--- config.mk ---
export PLATFORM = sky130hd
export DESIGN_NAME = lisa_debug_uart_flat
export DESIGN_NICKNAME = d
export VERILOG_FILES = /design/src/rtl/lisa_debug_uart_if.sv /design/src/rtl/lisa_debug_uart.sv /design/src/flat_wrapper.sv
export SDC_FILE = /design/constraint.sdc
export NUM_CORES = 1
export LEC_CHECK = 0
export CORE_UTILIZATION = 59
export DETAILED_ROUTE_END_ITERATION = 8
export PLACE_DENSITY_LB_ADDON = 0.3
export SYNTH_ARGS = -nofsm -noshare
export SYNTH_HDL_FRONTEND = slang
export SYNTH_SLANG_ARGS = --single-unit
export TNS_END_PERCENT = 20
--- constraint.sdc ---
create_clock -name clk -period 3.5 [get_ports clk]
set_input_delay 0.35 -clock clk [delete_from_list [all_inputs] [get_ports clk]]
set_output_delay 0.35 -clock clk [all_outputs]
set_load 0.005 [all_outputs]
--- src/rtl/lisa_debug_uart_if.sv ---
// Host-side bus bundle for the LISA debug UART: baud generator control, TX and RX handshakes.
// The DUT takes the slave view and the host takes the master view.
interface lisa_debug_uart_if;
    logic       brg_wr;
    logic [7:0] brg_d;
    logic       baud_set;
    logic [6:0] baud_div;
    logic       baud_ref;
    logic       tx_wr;
    logic [7:0] tx_d;
    logic       txd;
    logic       tx_buf_empty;
    logic       rxd;
    logic       rx_rd;
    logic [7:0] rx_d;
    logic       rx_avail;

    modport master (
        output brg_wr, brg_d, baud_set, baud_div, tx_wr, tx_d, rxd, rx_rd,
        input  baud_ref, txd, tx_buf_empty, rx_d, rx_avail
    );

    modport slave (
        input  brg_wr, brg_d, baud_set, baud_div, tx_wr, tx_d, rxd, rx_rd,
        output baud_ref, txd, tx_buf_empty, rx_d, rx_avail
    );
endinterface

--- src/rtl/lisa_debug_uart.sv ---
// Debug 8N1 UART: programmable 16x baud-reference generator, buffered transmitter and
// oversampling receiver, all paced by the one-clock baud_ref tick.
module lisa_debug_uart #(
    parameter logic [6:0] DIV_RESET = 7'd81
) (
    input logic               clk,
    input logic               rst,
    lisa_debug_uart_if.slave  bus
);

    typedef enum logic [1:0] {TxIdle, TxWait, TxSend} tx_state_e;
    typedef enum logic [2:0] {RxIdle, RxStart, RxData, RxStop, RxWaitHigh} rx_state_e;

    // Baud reference generator
    logic [6:0] div_q, div_d, cnt_q, cnt_d, brg_n;
    logic       tick_q, tick_d;
    logic       unused_brg_msb;

    assign unused_brg_msb = bus.brg_d[7];

    always_comb begin
        brg_n = bus.baud_set ? bus.baud_div : div_q;
        div_d = bus.brg_wr ? bus.brg_d[6:0] : div_q;
        if (cnt_q == 7'd0) begin
            cnt_d  = brg_n;
            tick_d = 1'b1;
        end else begin
            cnt_d  = cnt_q - 7'd1;
            tick_d = 1'b0;
        end
    end

    // Transmitter
    tx_state_e  tx_state_q, tx_state_d;
    logic [7:0] tx_buf_q, tx_buf_d;
    logic       tx_full_q, tx_full_d;
    logic [9:0] tx_frame_q, tx_frame_d;
    logic [3:0] tx_tcnt_q, tx_tcnt_d;
    logic [3:0] tx_bcnt_q, tx_bcnt_d;
    logic       tx_end, tx_load;

    assign tx_end  = (tx_state_q == TxSend) && tick_q && (tx_tcnt_q == 4'd15) &&
                     (tx_bcnt_q == 4'd9);
    assign tx_load = tx_full_q && ((tx_state_q == TxIdle) || tx_end);

    always_comb begin
        tx_state_d = tx_state_q;
        case (tx_state_q)
            TxIdle:  if (tx_full_q) tx_state_d = TxWait;
            TxWait:  if (tick_q) tx_state_d = TxSend;
            TxSend:  if (tx_end && !tx_full_q) tx_state_d = TxIdle;
            default: tx_state_d = TxIdle;
        endcase
    end

    always_comb begin
        tx_buf_d   = tx_buf_q;
        tx_full_d  = tx_full_q;
        tx_frame_d = tx_frame_q;
        tx_tcnt_d  = tx_tcnt_q;
        tx_bcnt_d  = tx_bcnt_q;
        if (tx_load) begin
            tx_full_d  = 1'b0;
            tx_frame_d = {1'b1, tx_buf_q, 1'b0};
            tx_tcnt_d  = 4'd0;
            tx_bcnt_d  = 4'd0;
        end else if ((tx_state_q == TxSend) && tick_q) begin
            tx_tcnt_d = tx_tcnt_q + 4'd1;
            if (tx_tcnt_q == 4'd15) begin
                tx_frame_d = {1'b1, tx_frame_q[9:1]};
                tx_bcnt_d  = tx_bcnt_q + 4'd1;
            end
        end
        // A full buffer blocks writes, so this never collides with tx_load.
        if (bus.tx_wr && !tx_full_q) begin
            tx_buf_d  = bus.tx_d;
            tx_full_d = 1'b1;
        end
    end

    always_comb begin
        bus.txd          = (tx_state_q == TxSend) ? tx_frame_q[0] : 1'b1;
        bus.tx_buf_empty = ~tx_full_q;
        bus.baud_ref     = tick_q;
    end

    // Receiver
    rx_state_e  rx_state_q, rx_state_d;
    logic       sync1_q, sync2_q;
    logic [3:0] rx_tcnt_q, rx_tcnt_d;
    logic [2:0] rx_bcnt_q, rx_bcnt_d;
    logic [7:0] rx_shift_q, rx_shift_d;
    logic [7:0] rx_data_q, rx_data_d;
    logic       rx_avail_q, rx_avail_d;
    logic       rx_done;

    assign rx_done = (rx_state_q == RxStop) && tick_q && (rx_tcnt_q == 4'd15) && sync2_q;

    always_comb begin
        rx_state_d = rx_state_q;
        if (tick_q) begin
            case (rx_state_q)
                RxIdle:     if (!sync2_q) rx_state_d = RxStart;
                RxStart:    if (rx_tcnt_q == 4'd7) rx_state_d = sync2_q ? RxIdle : RxData;
                RxData:     if (rx_tcnt_q == 4'd15 && rx_bcnt_q == 3'd7) rx_state_d = RxStop;
                RxStop:     if (rx_tcnt_q == 4'd15) rx_state_d = sync2_q ? RxIdle : RxWaitHigh;
                RxWaitHigh: if (sync2_q) rx_state_d = RxIdle;
                default:    rx_state_d = RxIdle;
            endcase
        end
    end

    always_comb begin
        rx_tcnt_d  = rx_tcnt_q;
        rx_bcnt_d  = rx_bcnt_q;
        rx_shift_d = rx_shift_q;
        if (tick_q) begin
            // Tick count restarts on every state change so each phase measures from its entry.
            rx_tcnt_d = (rx_state_d != rx_state_q) ? 4'd0 : rx_tcnt_q + 4'd1;
            if (rx_state_q == RxStart) rx_bcnt_d = 3'd0;
            if ((rx_state_q == RxData) && (rx_tcnt_q == 4'd15)) begin
                rx_shift_d = {sync2_q, rx_shift_q[7:1]};
                rx_bcnt_d  = rx_bcnt_q + 3'd1;
            end
        end
        rx_data_d  = rx_done ? rx_shift_q : rx_data_q;
        rx_avail_d = rx_done ? 1'b1 : (bus.rx_rd ? 1'b0 : rx_avail_q);
    end

    always_comb begin
        bus.rx_d     = rx_data_q;
        bus.rx_avail = rx_avail_q;
    end

    always_ff @(posedge clk) begin
        if (rst) begin
            div_q      <= DIV_RESET;
            cnt_q      <= 7'd0;
            tick_q     <= 1'b0;
            tx_state_q <= TxIdle;
            tx_buf_q   <= 8'd0;
            tx_full_q  <= 1'b0;
            tx_frame_q <= 10'h3ff;
            tx_tcnt_q  <= 4'd0;
            tx_bcnt_q  <= 4'd0;
            rx_state_q <= RxIdle;
            sync1_q    <= 1'b1;
            sync2_q    <= 1'b1;
            rx_tcnt_q  <= 4'd0;
            rx_bcnt_q  <= 3'd0;
            rx_shift_q <= 8'd0;
            rx_data_q  <= 8'd0;
            rx_avail_q <= 1'b0;
        end else begin
            div_q      <= div_d;
            cnt_q      <= cnt_d;
            tick_q     <= tick_d;
            tx_state_q <= tx_state_d;
            tx_buf_q   <= tx_buf_d;
            tx_full_q  <= tx_full_d;
            tx_frame_q <= tx_frame_d;
            tx_tcnt_q  <= tx_tcnt_d;
            tx_bcnt_q  <= tx_bcnt_d;
            rx_state_q <= rx_state_d;
            sync1_q    <= bus.rxd;
            sync2_q    <= sync1_q;
            rx_tcnt_q  <= rx_tcnt_d;
            rx_bcnt_q  <= rx_bcnt_d;
            rx_shift_q <= rx_shift_d;
            rx_data_q  <= rx_data_d;
            rx_avail_q <= rx_avail_d;
        end
    end

endmodule

--- src/flat_wrapper.sv ---
// flat-port wrapper written by rule: the top's interface ports become plain ports
module lisa_debug_uart_flat 
#(
    parameter logic [6:0] DIV_RESET = 7'd81
)
  (clk, rst, bus_brg_wr, bus_brg_d, bus_baud_set, bus_baud_div, bus_tx_wr, bus_tx_d, bus_rxd, bus_rx_rd, bus_baud_ref, bus_txd, bus_tx_buf_empty, bus_rx_d, bus_rx_avail);
  lisa_debug_uart_if bus_i ();
  input logic clk;
  input logic rst;
  input wire logic [$bits(bus_i.brg_wr)-1:0] bus_brg_wr;
  input wire logic [$bits(bus_i.brg_d)-1:0] bus_brg_d;
  input wire logic [$bits(bus_i.baud_set)-1:0] bus_baud_set;
  input wire logic [$bits(bus_i.baud_div)-1:0] bus_baud_div;
  input wire logic [$bits(bus_i.tx_wr)-1:0] bus_tx_wr;
  input wire logic [$bits(bus_i.tx_d)-1:0] bus_tx_d;
  input wire logic [$bits(bus_i.rxd)-1:0] bus_rxd;
  input wire logic [$bits(bus_i.rx_rd)-1:0] bus_rx_rd;
  output wire logic [$bits(bus_i.baud_ref)-1:0] bus_baud_ref;
  output wire logic [$bits(bus_i.txd)-1:0] bus_txd;
  output wire logic [$bits(bus_i.tx_buf_empty)-1:0] bus_tx_buf_empty;
  output wire logic [$bits(bus_i.rx_d)-1:0] bus_rx_d;
  output wire logic [$bits(bus_i.rx_avail)-1:0] bus_rx_avail;
  assign bus_i.brg_wr = bus_brg_wr;
  assign bus_i.brg_d = bus_brg_d;
  assign bus_i.baud_set = bus_baud_set;
  assign bus_i.baud_div = bus_baud_div;
  assign bus_i.tx_wr = bus_tx_wr;
  assign bus_i.tx_d = bus_tx_d;
  assign bus_i.rxd = bus_rxd;
  assign bus_i.rx_rd = bus_rx_rd;
  assign bus_baud_ref = bus_i.baud_ref;
  assign bus_txd = bus_i.txd;
  assign bus_tx_buf_empty = bus_i.tx_buf_empty;
  assign bus_rx_d = bus_i.rx_d;
  assign bus_rx_avail = bus_i.rx_avail;
  lisa_debug_uart #(.DIV_RESET(DIV_RESET)) u_core (.clk(clk), .rst(rst), .bus(bus_i));
endmodule
# --- After elaboration in Yosys (flattened, before gate mapping) ---
# Cells that the tools add are included.
classes:
  add_sub_neg: 5
  n_mul: 0
  n_div: 0
  order_cmp: 0
  n_eq_ne: 15
  shift: 0
  n_mux: 27
  bitwise: 1
  n_reduce_logical: 27
op_table:
  columns: ["cell", "count"]
  rows:
  - ["$mux 3", 9]
  - ["$mux 9", 3]
  - ["$pmux 3 s5", 1]
  - ["$mux 7", 2]
  - ["$add 4x1->4 const B", 3]
  - ["$eq 4x4->1 const B", 3]
  - ["$logic_and 1x1->1", 11]
  - ["$reduce_bool 2->1", 5]
  - ["$mux 2", 4]
  - ["$reduce_and 2->1", 4]
  - ["$logic_not 7->1", 1]
  - ["$sub 7x1->7 const B", 1]
  - ["$eq 3x2->1 const B", 2]
  - ["$eq 3x3->1 const B", 2]
  - ["$mux 1", 6]
  - ["$ne 2x1->1 const B", 3]
  - ["$pmux 2 s3", 1]
  - ["$eq 4x3->1 const B", 1]
  - ["$mux 4", 1]
  - ["$add 3x1->3 const B", 1]
  - ["$eq 3x1->1 const B", 1]
  - ["$logic_not 3->1", 1]
  - ["$ne 3x3->1", 1]
  - ["$reduce_and 3->1", 1]
  - ["7 further kinds", 7]
totals:
  reg_bits: 72
  latch_bits: 0
  ramBits: 0
  romBits: 0
  out_inout_bits: 12
  n_memories: 0

# --- Depth between registers and ports, before layout ---
depth:
  ltp_word: 8
  mapped_depth: 7
  ltp_nobuf: 6

# --- Worst setup path after synthesis ---
# Ideal clock, no wire load.
synth_path:
  path_kind: "reg2reg"
  start: "register u_core.cnt_q[0]"
  end: "register u_core.cnt_q[3]"
  arrival_time_ps: 1736
  required_time_ps: 3365
  path_slack_ps: 1629
  stages_incl_launch_ff: 8
  period_less_slack_ps: 1871
  path_cell_list: "dfxtp_1 inv_1 ha_1 or3b_4 or4_4 buf_6 a211oi_2 a311oi_2"
synth_between:
  elab_chain_len: 2
  word_cells_on_any_way: 3
synth_lines:
  columns: ["item", "line", "rtl"]
  rows:
  - ["start: declaration", "lisa_debug_uart.sv:15", "logic [6:0] div_q, div_d, cnt_q, cnt_d, brg_n;"]
  - ["start signal: assignment", "lisa_debug_uart.sv:156", "cnt_q <= cnt_d;"]
  - ["$sub 7x1->7 / $logic_not 7->1 (equally long branches)", "lisa_debug_uart.sv:28, lisa_debug_uart.sv:24", null]
  - ["$mux 7 *", "lisa_debug_uart.sv:24", "if (cnt_q == 7'd0) begin"]
# Mark *: on every way between the ends. The rest lies on a longest branch, timed or not.
# A chain may end at the register's enable or synchronous reset.

# --- Final worst setup path ---
layout_path:
  start: "register u_core.tick_q, in the netlist u_core.bus.baud_ref"
  end: "register u_core.tx_bcnt_q[1]"
layout_between:
  elab_chain_len: 6
  word_cells_on_any_way: 7
layout_lines:
  columns: ["item", "line", "rtl"]
  rows:
  - ["start: declaration", "lisa_debug_uart.sv:16", "logic tick_q, tick_d;"]
  - ["start signal: assignment", "lisa_debug_uart.sv:157", "tick_q <= tick_d;"]
  - ["$logic_and 1x1->1 *", "lisa_debug_uart.sv:42, lisa_debug_uart.sv:67", null]
  - ["$logic_and 1x1->1 (2 in series)", "lisa_debug_uart.sv:42", "assign tx_end = (tx_state_q == TxSend) && tick_q && (tx_tcnt_q == 4'd15) &&"]
  - ["$logic_or 1x1->1", "lisa_debug_uart.sv:44", "assign tx_load = tx_full_q && ((tx_state_q == TxIdle) || tx_end);"]
  - ["$logic_and 1x1->1", "lisa_debug_uart.sv:44", null]
  - ["$reduce_or 2->1 (no line)", null, null]
  - ["end signal: assignment", "lisa_debug_uart.sv:163", "tx_bcnt_q <= tx_bcnt_d;"]
  - ["end: declaration", "lisa_debug_uart.sv:39", "logic [3:0] tx_bcnt_q, tx_bcnt_d;"]
# Marks and branches as above.

==> implementation parameters <==
Parameter                              Value

Routing
  Uppermost layer routed    met4
  Met2 Wirelength    3085 µm
  Vias per inst    5.559
  Total DRC errors in the routed layout    0
  Wire length the detailed router placed on met1    2816 µm
  Vias after detailed routing    2507
  Routed met3 length    212 µm
  Final wirelength    6195 µm
  Antenna viol nets, final    0
  DRC marker count from the first detailed-route iteration    85
  First-pass iteration count of the detailed router    4
  DR WL/cell    13.74 µm

Synthesis
  Number of nets produced by synthesis    379
  Summed instance area of the synthesized netlist    3168 µm²
  Cell types occupying the most area after synthesis    dfxtp_1 45%, mux2i_1 12%, nor2_1 8.1%
  Avg Synthesized Cell Area    9.263 µm²
  Leading register cell type out of synthesis    dfxtp_1
  Fraction of synthesis flops using an asynchronous set or reset pin    0
  Post-synthesis sequential area ratio    0.4550
  Number of standard cells after synthesis    342
  Most numerous cell in the Yosys netlist    dfxtp_1
  Seq cells post-synth    72
  Post-synth EDFFs    0
  Synth cell types    51
  Synth area leader    dfxtp_1
  Warnings, synthesis    0
  Top post-synthesis cells by count    72 x dfxtp_1, 68 x nor2_1, 38 x mux2i_1, 14 x nand2_1
  Area fraction of the dominant cell type after synthesis    0.4550

Clock tree
  TritonCTS clock tree    built
  Maximum count of clock buffers along a single path    2
  CTS-repair resized insts    0
  Clk_lat worst skew    0.35 ns
  Num CTS Buffers    9
  Setup Buffers After CTS    0
  CTS clk-pin slew, worst paths    0.07 ns
  Number of levels in the clock H-tree    3
  Hold bufs inserted after CTS    0
  Clk root buf    clkbuf_8
  Clock sink count    72

Setup path
  Data required time at the worst endpoint    3.72 ns
  Critical path cell sequence    and3b_1 -> nand4_2 -> nand3_1 -> a211oi_1
  Critical Path Fanout Max    19
  Classification of the worst setup path    reg -> reg
  Nature of the critical path endpoint    flop
  Delay contributed by the slowest stage of the critical path    0.65 ns
  Crit path arrival time    2.24 ns
  Critical path launch point type    flop
  Family with the most delay on the worst path    simple AND/OR/NAND/NOR gates
  Number of buffer and inverter stages on the critical path    0
  Slowest cell on the critical path    dfxtp_1

Cells and area
  Layout cells sized above 1    0.09186
  Fill cells    418
  Non-filler cells in the finished layout    451
  Syn-to-layout area delta    19.94%
  Number of diodes added for antenna fixing    0
  NumNets Final    413

Timing
  Max-slew violation count    0
  Number of failing hold endpoints at the final stage    0
  Unrepaired setup endpoints after global routing    false
  Worst Max-Slew Pin Slew    0.8612 ns
  Worst slew margin    0.4247
  Ratio of final minimum period to clock period    0.5773
  Crit path time final    2.021 ns
  Worst Clk Skew    0.007621 ns
  Setup TNS    0 ns
  Final Setup Violations    0
  Max frequency    0.4949 GHz

Floorplan
  Number of ports placed on the die boundary    42
  Count of standard-cell rows    26
  Chip height    75.28 µm
  Starting utilization of the core area    0.6164
  Total die area    5666 µm²
  Horizontal die dimension    75.28 µm
  Floorplan core area    5140 µm²

Power and ir drop
  Leakage power summed over all cells    1.441 nW
  Highest ir drop seen on vdd    336.7 µV
  Power per standard cell area    514.7 nW/µm²

Worst hold path
  Class of the tightest hold or removal check    reg -> reg

Status
  Result of the run    completed

Place
  Number of instances in the placed design    435
  # port buffers    40
  Final GP Congestion    0.7797
  Sum of net half-perimeters after detailed placement    4175 µm

GRT
  Total global routing track utilization    0.2370
  Overall overflow remaining after global route    0
  Largest net degree at the start of global routing    49
  Via count of the first global-routing pass    2345
  Global-route wire length before repair    9949 µm
  Initial antenna violation count    0

Run
  Max-Cap Viols    0
-- path summary, 6_finish.rpt --
path | start | to | slack (ns) | cells past startpoint
min | u_core.sync1_q$_SDFF_PP1_ | u_core.sync2_q$_SDFF_PP1_ | 0.42 | 1
min reg2reg | u_core.sync1_q$_SDFF_PP1_ | u_core.sync2_q$_SDFF_PP1_ | 0.42 | 1
max reg2reg | u_core.bus.baud_ref$_SDFF_PP0_ | u_core.tx_bcnt_q[1]$_SDFFE_PP0P_ | 1.48 | 4
max | u_core.bus.baud_ref$_SDFF_PP0_ | u_core.tx_bcnt_q[1]$_SDFFE_PP0P_ | 1.48 | 4
-- layout by cell type, fill, tap and decap left out, types with 2 or more instances in the layout --
cell type	Yosys	routed
a211oi_2	4	4
nand2_1	14	14
xnor2_1	6	6
o21ai_0	3	3
nand4b_1	2	2
dfxtp_1	72	72
nor2_1	68	68
and3_1	2	2
nor2b_1	9	9
ha_1	7	7
mux2i_1	38	38
o21a_1	2	2
xor2_1	5	5
buf_4	1	3
a211oi_1	6	6
nand3_1	8	8
and3b_1	2	2
clkinvlp_4	0	2
nor3_1	4	4
o31ai_1	9	9
inv_1	11	11
clkbuf_8	0	10
nand3b_1	3	3
clkdlybuf4s50_1	0	39
a21o_1	2	2
nor4_2	0	2
a21oi_1	10	10
nand4_1	2	2
o22ai_1	7	7
or2_2	3	3
-- metal layers --
layer	vias to the layer above	global-route usage
met2	35	0.4234
met3	8	0.07497
met4	0	0.08642
met5	-	0
met1	1199	0.2651
li1	1265	-
-- per-stage QoR --
step	worst slack (ns)	instance area, µm²	total power, mW	hold WS, ns	util
6_report	1.479	3800	1.956	0.4165	0.7393
3_5_place_dp	1.480	3595	1.306	0.3977	0.6994
3_3_place_gp	1.528	3595	1.291	0.3932	0.6994
2_1_floorplan	1.629	3168	1.225	0.3895	-
4_1_cts	1.494	3800	1.977	0.4202	0.7393
5_1_grt	1.278	3800	2.041	0.4328	0.7393
-- layout make-up --
cell class	instances	area (µm²)	area share
multi-input cells	239	1607	0.4228
clock buffers	10	137.6	0.03622
well taps	70	87.58	0.02305
inverters	11	41.29	0.01087
repair buffers	43	417.9	0.1100
clock inverters	6	67.56	0.01778
flip-flops and latches	72	1441	0.3793
-- state kept, by name, summed over array words and instances, names as in the netlist --
register	flops
u_core.bus.baud_ref	1
u_core.bus.rx_avail	1
u_core.bus.rx_d	8
u_core.cnt_q	7
u_core.div_q	7
u_core.rx_bcnt_q	3
u_core.rx_shift_q	8
u_core.rx_state_q	3
u_core.rx_tcnt_q	4
u_core.sync1_q	1
u_core.sync2_q	1
u_core.tx_bcnt_q	4
u_core.tx_buf_q	8
u_core.tx_frame_q	9
u_core.tx_full_q	1
u_core.tx_state_q	2
u_core.tx_tcnt_q	4
-- power by group --
part	total, mW	leakage (nW)	internal (mW)	switching, mW
sequential	0.956	0.587	0.886	0.0703
combinational	0.331	0.755	0.175	0.156
clock	0.668	0.0989	0.351	0.318
-- worst register-to-register path, cell delays in order, from the launching register on --
cell,delay (ns)
dfxtp_1,0.65
and3b_1,0.44
nand4_2,0.31
nand3_1,0.40
a211oi_1,0.09
-- cell families (layout without fill, tap and decap cells) --
kind of cell	Yosys count	in the layout	share of synthesized area
buffers and inverters	31	70	0.04187
xor gates and xnor gates	11	11	0.03041
AOI/OAI and AO/OA	55	55	0.1288
and+or+nand+nor	128	128	0.1963
DFF	72	72	0.4550
muxes	38	38	0.1201
adders and majority gates	7	7	0.02764
Power figures use the tool's default switching activity.
